File: src/rtl/imem_boot_loader_pkg.sv
// Shared constants and state encoding for the instruction-memory boot loader.
// Imported by the loader, the core integration and the bench.
package imem_boot_loader_pkg;

  localparam int INSTR_W    = 32;
  localparam int WORD_BYTES = 4;

  typedef enum logic [2:0] {
    IDLE    = 3'd0,
    LOAD    = 3'd1,
    RELEASE = 3'd2,
    RUN     = 3'd3,
    ERR     = 3'd4
  } state_t;

endpackage

File: src/rtl/imem_boot_loader.sv
// Boot sequencer: holds the core in reset, streams an image into imem,
// then releases core reset after a fixed hold time.
module imem_boot_loader
  import imem_boot_loader_pkg::*;
#(
  parameter int          DEPTH_WORDS = 256,
  parameter logic [31:0] BOOT_PC     = 32'h0,
  parameter int          RST_HOLD    = 4
) (
  input  logic                         clk,
  input  logic                         rst,
  input  logic                         start,
  input  logic                         load_valid,
  input  logic [INSTR_W-1:0]           load_data,
  input  logic                         load_last,
  output logic                         load_ready,
  output logic                         i_wr_e,
  output logic [31:0]                  i_wr_addr,
  output logic [INSTR_W-1:0]           i_wr_data,
  output logic                         core_rst_n,
  output logic [31:0]                  pc_rst,
  output logic                         busy,
  output logic                         done,
  output logic                         error,
  output logic [$clog2(DEPTH_WORDS):0] word_count
);

  localparam int AW = $clog2(DEPTH_WORDS);
  localparam int CW = AW + 1;
  localparam int HW = $clog2(RST_HOLD + 1);
  localparam int BW = $clog2(WORD_BYTES);

  state_t        state, state_nx;
  logic [HW-1:0] hold_cnt;
  logic          hs;
  logic          clr;

  assign load_ready = (state == LOAD);
  assign hs         = load_valid & load_ready;
  assign busy       = (state == LOAD) | (state == RELEASE);
  assign done       = (state == RUN);
  assign error      = (state == ERR);
  assign pc_rst     = BOOT_PC;

  always_comb begin
    state_nx = state;
    clr      = 1'b0;
    unique case (state)
      IDLE: begin
        if (start) begin
          state_nx = LOAD;
          clr      = 1'b1;
        end
      end
      LOAD: begin
        // the DEPTH_WORDS-th word may carry last; one more would overflow
        if (hs) begin
          if (load_last)
            state_nx = RELEASE;
          else if (word_count == CW'(DEPTH_WORDS - 1))
            state_nx = ERR;
        end
      end
      RELEASE: begin
        if (hold_cnt == HW'(RST_HOLD - 1))
          state_nx = RUN;
      end
      RUN, ERR: begin
        if (start) begin
          state_nx = LOAD;
          clr      = 1'b1;
        end
      end
      default: state_nx = IDLE;
    endcase
  end

  always_ff @(posedge clk or negedge rst) begin
    if (!rst) begin
      state      <= IDLE;
      hold_cnt   <= '0;
      word_count <= '0;
      i_wr_e     <= 1'b0;
      i_wr_addr  <= '0;
      i_wr_data  <= '0;
      core_rst_n <= 1'b0;
    end else begin
      state      <= state_nx;
      i_wr_e     <= hs;
      core_rst_n <= (state_nx == RUN);
      if (state == RELEASE)
        hold_cnt <= hold_cnt + HW'(1);
      else
        hold_cnt <= '0;
      if (clr) begin
        word_count <= '0;
        i_wr_addr  <= '0;
      end else if (hs) begin
        word_count <= word_count + CW'(1);
        i_wr_addr  <= 32'(word_count[AW-1:0]) << BW;
        i_wr_data  <= load_data;
      end
    end
  end

endmodule

File: config.mk
export PLATFORM = sky130hd
export DESIGN_NAME = imem_boot_loader
export DESIGN_NICKNAME = d
export VERILOG_FILES = /design/src/rtl/imem_boot_loader_pkg.sv /design/src/rtl/imem_boot_loader.sv
export SDC_FILE = /design/constraint.sdc
export NUM_CORES = 1
export LEC_CHECK = 0
export CORE_MARGIN = 5
export CORE_UTILIZATION = 25
export DETAILED_ROUTE_END_ITERATION = 16
export PLACE_DENSITY = 0.62
export SLEW_MARGIN = 20
export SYNTH_ARGS = -nofsm -noshare
export SYNTH_HDL_FRONTEND = slang
export SYNTH_SLANG_ARGS = --single-unit
File: constraint.sdc
create_clock -name clk -period 2.8 [get_ports clk]
set_input_delay 0.7 -clock clk [delete_from_list [all_inputs] [get_ports clk]]
set_output_delay 0.7 -clock clk [all_outputs]
set_load 0.02 [all_outputs]
# Yosys cells after proc, flatten, opt, wreduce, memory -nomap -nowiden
# Cells that the tools add are included.
totals:
  register_bits: 81
  output_inout_bits: 111
classes:
  n_addsub: 2
  n_eq_ne: 7
  mux: 13
  bitwise: 3
  n_reduce_logical: 4
ops:
  columns: ["op", "count"]
  rows:
  - ["two-way mux 32 bit", 2]
  - ["two-way mux 3 bit", 6]
  - ["two-way mux 9 bit", 2]
  - ["== test 3 x 2 -> 1 bit (second input constant)", 4]
  - ["adder 9 x 1 -> 9 bit (second input constant)", 1]
  - ["== test 9 x 8 -> 1 bit (second input constant)", 1]
  - ["case mux 3 bit (3 select lines)", 1]
  - ["adder 3 x 1 -> 3 bit (second input constant)", 1]
  - ["== test 3 x 1 -> 1 bit (second input constant)", 1]
  - ["== test 3 bit (second input constant)", 1]
  - ["zero test 3 bit", 1]
  - ["OR reduction 3 bit", 1]
  - ["two-way mux 1 bit", 2]
  - ["AND reduction 2 bit", 1]
  - ["nonzero test 2 bit", 1]
  - ["AND 1 bit", 1]
  - ["NOT 1 bit", 1]
  - ["bitwise OR 1 bit", 1]

# Logic depth before layout (Yosys ltp)
logic_depth:
  depth_word: 6
  depth_mapped: 7
  mapped_depth_nobuf: 7

# Least setup slack after synthesis
# OpenSTA, ideal clock, no wires.
synth_path:
  kind: "register -> output"
  start: "reg state[0]"
  end: "out error"
  t_arrival_ns: 1.165
  t_required_ns: 2.100
  path_slack_ns: 0.935
  path_stages_with_launch: 3
  path_cell_list: "dfrtp_1 > clkbuf_1 > nor3b_1"
synth_between:
  elab_chain_cells: 1
synth_lines:
  columns: ["element", "line", "text"]
  rows:
  - ["start, declared", "imem_boot_loader.sv:33", "state_t state, state_nx;"]
  - ["start signal, assigned", "imem_boot_loader.sv:88", "state <= state_nx;"]
  - ["== test 3 bit", "imem_boot_loader.sv:42", "assign error = (state == ERR);"]
  - ["end, declared", "imem_boot_loader.sv:24", "output logic error,"]
# No other way between the ends.

# Worst setup path in the final report
layout_path:
  start: "reg state[1]"
  end: "out done"
layout_between:
  elab_chain_cells: 1
layout_lines:
  columns: ["element", "line", "text"]
  rows:
  - ["== test 3 x 2 -> 1 bit", "imem_boot_loader.sv:41", "assign done = (state == RUN);"]
  - ["end, declared", "imem_boot_loader.sv:23", "output logic done,"]
# No other way between the ends.

==> impl_metrics.tcl <==
set metrics [dict create \
    status "completed" \
    max_freq_mhz 395 \
    yosysWarnings 0 \
    finalSetupTns_ps 0 \
    p_int_mw 2.34 \
    drtIter0Drc 96 \
    avgSynthCellArea_um2 9.30 \
    io_buffers 91 \
    stdcell_count 537 \
    antenna_found_initial 0 \
    nFillCells 1104 \
    ys_types 35 \
    clock-sinks 57 \
    crit_required_ps 2100 \
    min_path_type "in2async" \
    crit_chain "nor2b_1 -> and2_1 -> clkdlybuf4s50_1" \
    r2r_cells 4 \
    powerDensity_nw_per_um2 982 \
    clock_latency_ps 330 \
    die-area_um2 13300 \
    fin_crit_ps 2530 \
    multi_input_area_um2 1060 \
    gp_congestion 0.744 \
    yosysMostFrequentCell "nand2_1" \
    final_nets 433 \
    crit_type "reg2out" \
    cts-root-buf "clkbuf_8" \
    drc_errors 0 \
    ioPinCount 148 \
    cp.arrival_ps 1830 \
    r2r_slack_ps 880 \
    synthCells 298 \
    slew_viol_final 0 \
    ff_latch_area_um2 1430 \
    path_max_fanout 13 \
    grt_pass1_wl_um 10400 \
    cts_buffer_depth 2 \
    placed_cell_area_um2 3650 \
    synth_area_leaders "dfrtp_1 51%, buf_4 15%, nand2_1 14%" \
    vias_per_cell 4.03 \
    cp_top_family "buffers and inverters" \
    ys.flop_type "dfrtp_1" \
    cp-endpoint "done" \
    path_depth 3 \
    htreeDepth 3 \
    slowest_stage "clkdlybuf4s50_1" \
    synthesis.area_um2 2770 \
    slowest_delay_ps 590 \
    reg2reg_to "word_count[5]" \
    cts_setup_buffers 0 \
    grt.total_usage_pct 9.91 \
    worst_slack_ps 266 \
    placed_cells_incl_taps 521 \
    synth_edf_count 0 \
    placementRows 38 \
    routed_wirelength_um 6720 \
    fp.coreArea_um2 10800 \
    reg2reg_from "state[1]" \
    swShare_pct 38.5 \
    peakVddDrop_v 0.000409 \
    first_pass_iters 4 \
    combPwrFrac_pct 43.8 \
    hold_viol 0 \
    slew_headroom_pct 50.0 \
    grt_max_degree 44 \
    final_cell_area_um2 3860 \
    leakage_nw 1.84 \
    ys_seq_elements 57 \
    clock_power_share_pct 22.4 \
    tightest_slew_ps 750 \
    vias 2162 \
    seqPwrFrac_pct 33.8 \
    hpwl_um 4950 \
    crit_buf_inv 1 \
    fin_crit_sh_pct 90.5 \
    synth_async_sr_flop_share_pct 100 \
    worst_setup_path_end_kind "output pin" \
    fin_skew_ps 7.68 \
    antenna_left 0 \
    pre_cts_ws_ps 334 \
    grt-ovfl-total 0 \
    post_drt_wl_per_cell_um 12.5 \
    yosysTopAreaCell "dfrtp_1" \
    switching_power_mw 1.46 \
    area_delta_synth_final_pct 39.5 \
    initial_core_util_pct 25.6 \
    yosysSeqAreaShare_pct 51.5 \
    path_clk_slew_ps 70 \
    synth_top_cells_by_count "100 x nand2_1, 57 x dfrtp_1, 56 x buf_4, 9 x a22o_1, 9 x clkbuf_1" \
    setup_viol_count_final 0 \
    cts_hold_buf 0 \
    grt_pass1_vias 2054 \
    cts_resized 0 \
    maxCapViolCount 0 \
    rsz0062_at_grt "no" \
    antennaDiodeCount 0 \
    die_x_um 115 \
    start_kind "flip-flop" \
    cts_buffers 9 \
    cts_tree "built" \
    drive_gt1_share_pct 6.80 \
    netlist.area_leader.share_pct 51.5 \
    crit_start "state[1]" \
    fp.dieH_um 115 \
]
[per-layer routing]
metal | wire length (µm) | track usage [%] | up-vias | share of wire (%)
met1 | 2680 | 11.8 | 1028 | 40
met3 | 696 | 5.05 | 2 | 10
met2 | 3320 | 16.0 | 88 | 49
met5 | 0 | 0 | - | 0
met4 | 23 | 2.35 | 0 | 0.34
li1 | - | - | 1044 | -
[cells by family after synthesis]
kind of cell             Yosys count  synth area share (%)
other                              1                 0.135
multiplexers                       2                 0.768
buffers and inverters             75                  17.9
AO/OA/AOI/OAI                     26                  6.64
flip-flops                        57                  51.5
XOR/XNOR                           1                 0.316
adder cells (fa/ha/maj)            4                  1.81
AND/OR/NAND/NOR                  132                  20.9
[flip-flops by register name (all words and copies together), names as in the netlist]
| name | cells |
|---|---|
| core_rst_n | 1 |
| hold_cnt | 3 |
| i_wr_e | 1 |
| i_wr_addr | 8 |
| word_count | 9 |
| i_wr_data | 32 |
| state | 3 |
[power by group through the flow]
stage	sequential (mW)	combinational, mW	clock [mW]
5_1_grt	1.33	1.82	0.915
4_1_cts	1.29	1.70	0.886
6_report	1.28	1.67	0.850
2_1_floorplan	1.57	0.665	0
3_5_place_dp	1.30	1.69	0
3_3_place_gp	1.29	1.67	0
[worst min path at each step]
stage / to / slack, ps / cells after the start
after floorplan: core_rst_n / 400 / 0
after global placement: hold_cnt[0] / 430 / 1
after detailed placement: hold_cnt[0] / 430 / 1
after CTS: hold_cnt[0] / 440 / 1
after global routing: hold_cnt[0] / 460 / 1
final: core_rst_n / 430 / 1
[layout by cell type, fill, tap and decap left out, types with 2 or more instances in the layout]
cell type and count:
a21oi_1 5, a22o_1 9, a31oi_1 2, buf_4 5, bufinv_16 2, clkbuf_8 9
clkdlybuf4s50_1 90, clkinv_2 2, clkinv_4 2, conb_1 56, dfrtp_1 57, ha_1 4
inv_1 5, nand2_1 100, nand3_1 5, nand4b_1 2, nor2_1 4, nor3_1 3
nor3b_1 4, o21ai_0 5, o31ai_1 2, or3_1 4, or4_1 2
[area by class of cell]
cell class / count / area share (%)
timing repair buffer: 97 / 24.9
clock buffer: 9 / 3.20
sequential: 57 / 36.9
clock inverter: 7 / 2.46
tap: 140 / 4.53
inverter: 6 / 0.583
multi-input combinational: 221 / 27.4
[metrics by stage]
step | total power, mW | utilization (%) | hold slack (ps)
CTS | 3.87 | 35.7 | 445
global placement | 2.96 | 33.6 | 426
detailed placement | 2.99 | 33.6 | 435
floorplan | 2.23 | - | 404
global route | 4.06 | 35.7 | 458
finish | 3.80 | 35.7 | 430
(Power assumes the default switching activity.)
